==> config.mk <==
export PLATFORM = sky130hd
export DESIGN_NAME = wb_traffic_gen
export DESIGN_NICKNAME = d
export VERILOG_FILES = /design/src/rtl/wb_tg_pkg.sv /design/src/rtl/wb_tg_lfsr.sv /design/src/rtl/wb_traffic_gen.sv
export SDC_FILE = /design/constraint.sdc
export NUM_CORES = 1
export LEC_CHECK = 0
export ABC_AREA = 1
export CORE_MARGIN = 2
export CORE_UTILIZATION = 40
export CTS_CLUSTER_SIZE = 12
export DETAILED_ROUTE_END_ITERATION = 10
export PLACE_DENSITY = 0.7
export SLEW_MARGIN = 40
export SYNTH_ARGS = -nofsm -noshare
export SYNTH_HDL_FRONTEND = slang
export SYNTH_SLANG_ARGS = --single-unit
==> constraint.sdc <==
create_clock -name wb_clk -period 1.92 [get_ports wb_clk]
set_input_delay 0.288 -clock wb_clk [delete_from_list [all_inputs] [get_ports wb_clk]]
set_output_delay 0.288 -clock wb_clk [all_outputs]
set_load 0.005 [all_outputs]
==> src/rtl/wb_tg_pkg.sv <==
`default_nettype none
// ============================================================================
// Module      : wb_tg_pkg
// Description : Shared constants and types for the Wishbone traffic generator:
//               cycle-type / burst-type encodings, FSM state type and the
//               LFSR feedback polynomial.
// Revision    : 1.0 - initial release
// ============================================================================
package wb_tg_pkg;

   // Wishbone registered-feedback cycle type identifiers
   localparam logic [2:0] CTI_CLASSIC = 3'b000;
   localparam logic [2:0] CTI_INC     = 3'b010;
   localparam logic [2:0] CTI_EOB     = 3'b111;

   // Wishbone burst type extensions (wrap size)
   localparam logic [1:0] BTE_LINEAR  = 2'b00;
   localparam logic [1:0] BTE_4       = 2'b01;
   localparam logic [1:0] BTE_8       = 2'b10;
   localparam logic [1:0] BTE_16      = 2'b11;

   // Galois feedback mask for x^32 + x^22 + x^2 + x + 1 (right-shifting form)
   localparam logic [31:0] LFSR_POLY  = 32'h8020_0003;

   typedef enum logic [2:0] {
      ST_IDLE   = 3'd0,
      ST_WR     = 3'd1,
      ST_WR_GAP = 3'd2,
      ST_RD     = 3'd3,
      ST_RD_GAP = 3'd4,
      ST_FIN    = 3'd5
   } tg_state_e;

   // Burst type matching a burst length; single beats use linear/classic
   function automatic logic [1:0] bte_for(input int unsigned burst_len);
      case (burst_len)
         4:       bte_for = BTE_4;
         8:       bte_for = BTE_8;
         16:      bte_for = BTE_16;
         default: bte_for = BTE_LINEAR;
      endcase
   endfunction

endpackage
`default_nettype wire

==> src/rtl/wb_tg_lfsr.sv <==
`default_nettype none
// ============================================================================
// Module      : wb_tg_lfsr
// Description : 32-bit Galois LFSR with synchronous reload and step enable.
//               Reload wins over step when both are requested.
// Revision    : 1.0 - initial release
// ============================================================================
module wb_tg_lfsr
   import wb_tg_pkg::*;
#(
   parameter logic [31:0] SEED = 32'h1
) (
   input  logic        clk_i,
   input  logic        rst_ni,
   input  logic        load_i,
   input  logic        step_i,
   output logic [31:0] value_o
);

   logic [31:0] lfsr_q;
   logic [31:0] lfsr_d;

   // Next value: reload to the seed, or shift with feedback from bit 0
   always_comb begin
      lfsr_d = lfsr_q;
      if (load_i) begin
         lfsr_d = SEED;
      end else if (step_i) begin
         lfsr_d = (lfsr_q >> 1) ^ (lfsr_q[0] ? LFSR_POLY : 32'h0);
      end
   end

   // State register, seeded on reset
   always_ff @(posedge clk_i or negedge rst_ni) begin
      if (!rst_ni) begin
         lfsr_q <= SEED;
      end else begin
         lfsr_q <= lfsr_d;
      end
   end

   assign value_o = lfsr_q;

endmodule
`default_nettype wire

==> src/rtl/wb_traffic_gen.sv <==
`default_nettype none
// ============================================================================
// Module      : wb_traffic_gen
// Description : Wishbone burst traffic generator. One pass writes NR_BURSTS
//               bursts of LFSR data, then reads the same addresses back and
//               counts data mismatches. Stalled beats abort after TIMEOUT.
// Revision    : 1.0 - initial release
// ============================================================================
module wb_traffic_gen
   import wb_tg_pkg::*;
#(
   parameter int unsigned ADR_W     = 32,
   parameter int unsigned DAT_W     = 32,
   parameter int unsigned BURST_LEN = 4,
   parameter int unsigned NR_BURSTS = 16,
   parameter int unsigned BASE_ADR  = 0,
   parameter logic [31:0] SEED      = 32'h1,
   parameter int unsigned TIMEOUT   = 1023
) (
   input  logic               wb_clk,
   input  logic               wb_rst_n,
   output logic [ADR_W-1:0]   wb_adr_o,
   output logic [DAT_W-1:0]   wb_dat_o,
   output logic [DAT_W/8-1:0] wb_sel_o,
   output logic               wb_we_o,
   output logic [2:0]         wb_cti_o,
   output logic [1:0]         wb_bte_o,
   output logic               wb_cyc_o,
   output logic               wb_stb_o,
   input  logic [DAT_W-1:0]   wb_dat_i,
   input  logic               wb_ack_i,
   input  logic               start,
   output logic               busy,
   output logic               done,
   output logic               timeout,
   output logic [15:0]        err_cnt
);

   localparam int unsigned SEL_W   = DAT_W / 8;
   localparam int unsigned BEAT_W  = (BURST_LEN > 1) ? $clog2(BURST_LEN) : 1;
   localparam int unsigned BURST_W = (NR_BURSTS > 1) ? $clog2(NR_BURSTS) : 1;
   localparam int unsigned WAIT_W  = (TIMEOUT > 0) ? $clog2(TIMEOUT + 1) : 1;
   localparam logic [1:0]  C_BTE   = bte_for(BURST_LEN);

   tg_state_e           state_q, state_d;
   logic [BEAT_W-1:0]   beat_q, beat_d;
   logic [BURST_W-1:0]  burst_q, burst_d;
   logic [WAIT_W-1:0]   wait_q, wait_d;
   logic [15:0]         err_q, err_d;
   logic                tmo_q, tmo_d;

   logic                w_active;
   logic                w_last_beat;
   logic                w_last_burst;
   logic                w_lfsr_load;
   logic                w_lfsr_step;
   logic [31:0]         w_lfsr;
   logic [DAT_W-1:0]    w_pat;
   logic [ADR_W-1:0]    w_adr;

   wb_tg_lfsr #(
      .SEED    (SEED)
   ) u_lfsr (
      .clk_i   (wb_clk),
      .rst_ni  (wb_rst_n),
      .load_i  (w_lfsr_load),
      .step_i  (w_lfsr_step),
      .value_o (w_lfsr)
   );

   // Fit the 32-bit LFSR word to the bus width
   generate
      if (DAT_W <= 32) begin : g_pat_trunc
         assign w_pat = w_lfsr[DAT_W-1:0];
      end else begin : g_pat_repl
         assign w_pat = {(DAT_W/32){w_lfsr}};
      end
   endgenerate

   assign w_active     = (state_q == ST_WR) || (state_q == ST_RD);
   assign w_last_beat  = (beat_q == BEAT_W'(BURST_LEN - 1));
   assign w_last_burst = (burst_q == BURST_W'(NR_BURSTS - 1));
   assign w_adr        = ADR_W'(BASE_ADR)
                       + (ADR_W'(burst_q) * ADR_W'(BURST_LEN) + ADR_W'(beat_q))
                       * ADR_W'(SEL_W);

   // Sequencer: beat/burst counters, ack-wait watchdog, read check
   always_comb begin
      state_d     = state_q;
      beat_d      = beat_q;
      burst_d     = burst_q;
      wait_d      = wait_q;
      err_d       = err_q;
      tmo_d       = tmo_q;
      w_lfsr_load = 1'b0;
      w_lfsr_step = 1'b0;
      case (state_q)
         ST_IDLE: begin
            if (start) begin
               state_d     = ST_WR;
               beat_d      = '0;
               burst_d     = '0;
               wait_d      = '0;
               err_d       = '0;
               tmo_d       = 1'b0;
               w_lfsr_load = 1'b1;
            end
         end
         ST_WR, ST_RD: begin
            if (wb_ack_i) begin
               wait_d      = '0;
               w_lfsr_step = 1'b1;
               if ((state_q == ST_RD) && (wb_dat_i != w_pat) && (err_q != 16'hFFFF)) begin
                  err_d = err_q + 16'd1;
               end
               if (w_last_beat) begin
                  beat_d = '0;
                  if (w_last_burst) begin
                     burst_d = '0;
                     if (state_q == ST_WR) begin
                        // Read phase replays the same data sequence
                        state_d     = ST_RD;
                        w_lfsr_load = 1'b1;
                     end else begin
                        state_d = ST_FIN;
                     end
                  end else begin
                     burst_d = burst_q + BURST_W'(1);
                     state_d = (state_q == ST_WR) ? ST_WR_GAP : ST_RD_GAP;
                  end
               end else begin
                  beat_d = beat_q + BEAT_W'(1);
               end
            end else if (wait_q == WAIT_W'(TIMEOUT)) begin
               state_d = ST_FIN;
               tmo_d   = 1'b1;
               wait_d  = '0;
            end else begin
               wait_d = wait_q + WAIT_W'(1);
            end
         end
         ST_WR_GAP: state_d = ST_WR;
         ST_RD_GAP: state_d = ST_RD;
         ST_FIN:    state_d = ST_IDLE;
         default:   state_d = ST_IDLE;
      endcase
   end

   // State and counter registers
   always_ff @(posedge wb_clk or negedge wb_rst_n) begin
      if (!wb_rst_n) begin
         state_q <= ST_IDLE;
         beat_q  <= '0;
         burst_q <= '0;
         wait_q  <= '0;
         err_q   <= '0;
         tmo_q   <= 1'b0;
      end else begin
         state_q <= state_d;
         beat_q  <= beat_d;
         burst_q <= burst_d;
         wait_q  <= wait_d;
         err_q   <= err_d;
         tmo_q   <= tmo_d;
      end
   end

   // Bus outputs are decoded from state so they drop with the async reset
   always_comb begin
      wb_cyc_o = w_active;
      wb_stb_o = w_active;
      wb_we_o  = (state_q == ST_WR);
      wb_sel_o = {SEL_W{w_active}};
      wb_adr_o = w_active ? w_adr : '0;
      wb_dat_o = (state_q == ST_WR) ? w_pat : '0;
      wb_bte_o = w_active ? C_BTE : BTE_LINEAR;
      if (!w_active || (BURST_LEN == 1)) begin
         wb_cti_o = CTI_CLASSIC;
      end else if (w_last_beat) begin
         wb_cti_o = CTI_EOB;
      end else begin
         wb_cti_o = CTI_INC;
      end
      busy    = (state_q != ST_IDLE);
      done    = (state_q == ST_FIN);
      timeout = tmo_q;
      err_cnt = err_q;
   end

endmodule
`default_nettype wire

==> results of run 1 <==
## registers in the layout, summed over array words and instances, names as in the netlist
name and flops:
u_lfsr.value_o 32, err_cnt 16, wait_q 10, burst_q 4
state_q 3, beat_q 2, timeout 1
## kinds of logic (layout without fill, tap and decap cells)
kind of cell               after synthesis  count (layout)
xor gates and xnor gates                32              32
and+or+nand+nor                        280             281
other                                    1              27
buffers and inverters                  134             234
DFF                                     68              68
adders and majority gates                4               4
AOI/OAI and AO/OA                       74              74
## cell type report
type / instances / area (um^2)
fill: 979 / 4630
multi-input combinational: 418 / 2200
sequential: 68 / 1700
timing repair buffer: 138 / 1240
inverter: 81 / 324
tap: 136 / 170
clock buffer: 9 / 124
clock inverter: 6 / 32.5
## layout by cell type, fill, tap and decap left out, types with 19 or more instances in the layout
master / instances
buf_4: 27
clkdlybuf4s50_1: 51
conb_1: 27
dfrtp_1: 67
dlygate4sd2_1: 19
inv_1: 66
nand2_1: 118
nand3_1: 59
nor2_1: 58
o21ai_1: 32
xnor2_1: 26
## cells in the mapped netlist (all sizes together)
| cell type | number | share of area [%] |
|---|---|---|
| nor3 | 9 | 1.2 |
| inv | 81 | 7.0 |
| nand4 | 2 | 0.29 |
| o21a | 4 | 0.70 |
| a21oi | 12 | 1.5 |
| a22o | 1 | 0.20 |
| conb | 1 | 0.087 |
| dfstp | 1 | 0.61 |
| clkbuf | 8 | 0.70 |
| o21bai | 1 | 0.17 |
| nor2 | 80 | 7.4 |
| ha | 4 | 1.2 |
| o21ai | 49 | 5.8 |
| xor2 | 6 | 1.2 |
| buf | 45 | 7.4 |
| dfrtp | 67 | 39 |
| xnor2 | 26 | 5.3 |
| o32ai | 2 | 0.41 |
| nand3 | 60 | 7.1 |
| nand2 | 129 | 12 |
| o31ai | 2 | 0.35 |
| a211oi | 2 | 0.35 |
| a41oi | 1 | 0.20 |
## metrics by stage
step	hold slack (ps)	util [%]
global placement	332	52.9
finish	505	55.5
detailed placement	345	52.9
CTS	498	55.4
floorplan	-7.59	-
global route	535	55.5
## layer usage
layer | vias up | wire length, um
li1 | 2058 | -
met3 | 14 | 926
met2 | 170 | 5310
met4 | 0 | 146
met5 | - | 0
met1 | 1894 | 4900
## power by group through the flow
stage | sequential (W) | combinational, W | clock (W)
final | 0.00190 | 0.00384 | 0.000983
after global routing | 0.00194 | 0.00424 | 0.00108
after CTS | 0.00190 | 0.00358 | 0.00101
after detailed placement | 0.00193 | 0.00343 | 0
after global placement | 0.00192 | 0.00336 | 0
after floorplan | 0.00190 | 0.00206 | 0
## worst paths after layout
| path | slack, ps | endpoint | start |
|---|---|---|---|
| hold reg to reg | 500 | wait_q[6] | wait_q[6] |
| setup reg to reg | 130 | wait_q[3] | wait_q[0] |
| hold / removal | 500 | wait_q[6] | wait_q[6] |
| min in group asynchronous | 510 | u_lfsr.value_o[18] | wb_rst_n |
| setup / recovery | 30 | wb_dat_o[28] | state_q[2] |
| max in group asynchronous | 740 | u_lfsr.value_o[0] | wb_rst_n |
## what timing repair did
| item | CTS | global route |
|---|---|---|
| hold buffers | 1 | 0 |
| hold endpoints to repair | 25 | 0 |
| resized for setup | 115 | 60 |
| gates cloned | 1 | 1 |
| pin swaps | 1 | 7 |
| setup buffers | 3 | 3 |
| setup endpoints to repair | 51 | 100 |
==> reports/metrics.cfg, run 1 <==
[floorplan]
die_area_mm2=0.0116
fp.dieW_um=108
core_area_mm2=0.0104
die_height_um=108
num_rows=37
start_util_pct=41.5
boundaryPins=131

[global_routing]
antenna_found_initial=0
grt_max_degree=31
gr-total-overflow=0
grt.busiest_layer=met2
grt_use_total_pct=19.9
grt_pass1_vias=4054
met1_usage_pct=27.6
use_met2_pct=32.2
met3_usage_pct=3.51
grt_first_pass_wirelength_um=18600

[placement]
io_buffer_count=103
hpwl_um=8040
placed_area_mm2=0.00551
gp_congestion=0.875
place_inst=833
place_ws_ps=-109

[logic_synthesis]
synth_compound_area_share_pct=9.62
ys_warn_count=0
synth_cells=593
synth_adder_area_share_pct=1.16
synth_xor_area_share_pct=6.49
synth_top_family_by_area=simple AND/OR/NAND/NOR gates
synthSimpleGateAreaFrac_pct=28.1
synth-seq-area-share_pct=39.4
synthMuxAreaShare_pct=0
syn_area_per_cell_um2=7.28
syn-cell-area_mm2=0.00432
synth_seq_cells=68
synth_cell_types=36

[power]
p_clk_share_pct=14.6
vdd_drop_max_uv=528
power.switching_w=0.00302
p_per_area_mw_per_mm2=1160
combPwrFrac_pct=57.1
pwr-share-seq_pct=28.3
p_leak_nw=2.67
finalPower_w=0.00672
internal_power_w=0.00370
swShare_pct=45.0

[critical_path]
crit_arrival_ps=1600
cp-start-kind=flip-flop
critPathSlowestCell=dfrtp_1
r2r_cells=10
crit_buf_inv=4
worstSetupPathType=flip-flop to output pin
cp_max_fo=16
cp.required_ps=1630
cp.depth=6
crit_path_end_kind=output pin
crit_family=buffers and inverters
worstPathCellList=nor3_2, buf_4, inv_4, buf_16, nor2_1, clkdlybuf4s15_2
max_stage_delay_ps=390

[route]
drtIter0Drc=193
drt_wl_total_um=11300
drt_first_pass_iters=5
vias=4136
antenna_left=0
remaining_drc_errors=0
wl_per_cell_um=13.2
viasPerCell=4.83

[sta]
final.setup.tns_ps=0
setup_viol=0
max_slew.worst_pin.slew_ps=633
fin_crit_sh_pct=98.4
drv_slew=0
period_needed_ps=1890
hold_viol=0
clock_skew_ps=6.65
slew_headroom_pct=57.8
fmax_mhz=529
rsz0062_at_grt=yes
timing.final.ws_setup_ps=31.1

[layout]
area_growth_pct=34.0
fin_area_mm2=0.00579
diodes=0
nets=756
stdcell_count=856
drive_gt1_share_pct=19.4

[clocking]
cts_root_buffer=clkbuf_8
cts_tree=built
clkLatencyLatePin_ps=330
numCtsBuffers=9
clk_pin_slew_ps=70
htreeDepth=3
clockBufferDepth=2
numClockSinks=68

[run]
drv_cap=0

[run_status]
status=finished, final reports clean

[hold_path]
holdPathStages=1
hp-class=flip-flop to flip-flop

No activity file was read; power rests on OpenSTA's default activity.
==> run 2, diff against run 1 <==
CAP_MARGIN = 20   (was unset)
==> results of run 2 <==
Final layout, timing and power as in run 1 (identical DEF).
==> run 3, diff against run 2 <==
CAP_MARGIN = 25   (was 20)
SKIP_LAST_GASP = 1   (was unset)
==> reports/metrics.cfg, run 3 (synthesis gave the netlist of run 1 again) <==
[run_status]
status=finished, final reports clean

[clocking]
htreeDepth=3
clockBufferDepth=2
clk_pin_slew_ps=70
numClockSinks=68
cts_tree=built
clkLatencyLatePin_ps=330
cts_root_buffer=clkbuf_8
numCtsBuffers=9

[power]
finalPower_w=0.00693
vdd_drop_max_uv=568
p_leak_nw=2.77
combPwrFrac_pct=58.2
power.switching_w=0.00309
swShare_pct=44.5
p_clk_share_pct=14.3
internal_power_w=0.00384
p_per_area_mw_per_mm2=1190
pwr-share-seq_pct=27.4

[sta]
hold_viol=0
fmax_mhz=527
max_slew.worst_pin.slew_ps=628
slew_headroom_pct=58.1
period_needed_ps=1900
clock_skew_ps=6.96
fin_crit_sh_pct=98.9
drv_slew=0
hold_ws_ps=504
rsz0062_at_grt=yes
setup_viol=0

[floorplan]
fp.dieW_um=108
num_rows=37
die_height_um=108
die_area_mm2=0.0116
start_util_pct=41.5
boundaryPins=131
core_area_mm2=0.0104

[placement]
place_inst=833
io_buffer_count=103
gp_congestion=0.875
placed_area_mm2=0.00551
hpwl_um=8040

[hold_path]
whs_endpoint=wait_q[6]
hp-class=flip-flop to flip-flop
holdPathStages=1
min-delay-start=wait_q[6]

[layout]
largest_reg_flops=32
nFillCells=966
nets=761
diodes=0
area_growth_pct=35.0
drive_gt1_share_pct=19.7
layout_commonest_cell=nand2_1
post-route-util_pct=56.0
multiInputGateArea_mm2=0.00219
stdcell_count=861
seqCellArea_mm2=0.00170
fin_area_mm2=0.00583
mostFrequentLayoutCells=nand2_1 (118), dfrtp_1 (67), inv_1 (66), nor2_1 (60), nand3_1 (59)

[critical_path]
worstSetupPathType=flip-flop to output pin
r2r_setup_slack_ps=120
worstPathCellList=buf_4, inv_2, nor3_2, buf_4, inv_6, clkbuf_16, nor2_2, clkdlybuf4s15_2
crit_buf_inv=6
cp.required_ps=1630
cpMostUsedCell=buf_4
worstReg2RegStart=state_q[2]
critPathSlowestCell=dfrtp_1
cp-start-kind=flip-flop
crit_path_end_kind=output pin
cp_max_fo=8
cp.depth=8
r2r-end=err_cnt[6]
max_stage_delay_ps=360
crit_family=buffers and inverters
r2r_cells=11
crit_arrival_ps=1610

[global_routing]
grt_pass1_vias=4054
antenna_found_initial=0
grt_max_degree=31
grt_first_pass_wirelength_um=18600
grt_use_total_pct=19.9
gr-total-overflow=0

[route]
vias=4142
remaining_drc_errors=0
antenna_left=0
drt_wl_total_um=11500
drtIter0Drc=189
drt_first_pass_iters=5
viasPerCell=4.81
wl_per_cell_um=13.3

[run]
drv_cap=0

## run 3: cell count changes in the layout (fill, tap and decap cells not counted)
cell,before,now
nor2_1,58,60
dlygate4sd2_1,19,12
nor2_2,15,13
inv_4,4,2
clkbuf_16,0,1
buf_2,9,14
buf_6,2,1
buf_4,27,32
inv_6,2,4
clkdlybuf4s15_2,9,4
dlymetal6s2s_1,0,7
## run 3: worst max-delay path by stage
stage | startpoint | to | slack, ps
2_1_floorplan | err_cnt[0] | err_cnt[12] | 260
3_3_place_gp | wb_dat_i[7] | err_cnt[7] | -70
3_5_place_dp | wb_dat_i[6] | err_cnt[6] | -110
4_1_cts | state_q[2] | wb_sel_o[2] | -150
5_1_grt | state_q[0] | wb_dat_o[20] | -90
6_report | state_q[0] | wb_dat_o[13] | 20
## run 3: metal layers
layer	up-vias	part of all wire [%]	track usage, %
met5	-	0	0
met4	0	1.1	5.22
met3	12	6.5	3.51
met2	136	47	32.2
met1	1930	45	27.6
li1	2064	-	-
## run 3: cell type report
type	instances	area share [%]
Sequential cell	68	29.2
Clock buffer	9	2.12
Timing Repair Buffer	143	22.0
Clock inverter	6	0.558
Multi-Input combinational cell	418	37.6
Inverter	81	5.64
Tap cell	136	2.92
## run 3: what timing repair did
item	CTS	global route
endpoints found under the hold margin	25	0
setup buffers	3	7
hold buffers	1	0
endpoints found under the setup margin	51	101
cloned	1	2
resized for setup	105	74
pin swaps	1	6
## run 3: metrics by stage
stage | setup WS, ps | TNS, ps
after global routing | -85.6 | -358
after global placement | -72.3 | -1290
final | 21.0 | 0
after CTS | -151 | -2610
after floorplan | 258 | 0
after detailed placement | -109 | -1530
## run 3: power by group through the flow
stage,combinational [W],sequential (W),clock (W)
after floorplan,0.00206,0.00190,0
after global placement,0.00336,0.00192,0
after detailed placement,0.00343,0.00193,0
after CTS,0.00366,0.00190,0.00101
after global routing,0.00442,0.00193,0.00108
final,0.00404,0.00190,0.000993
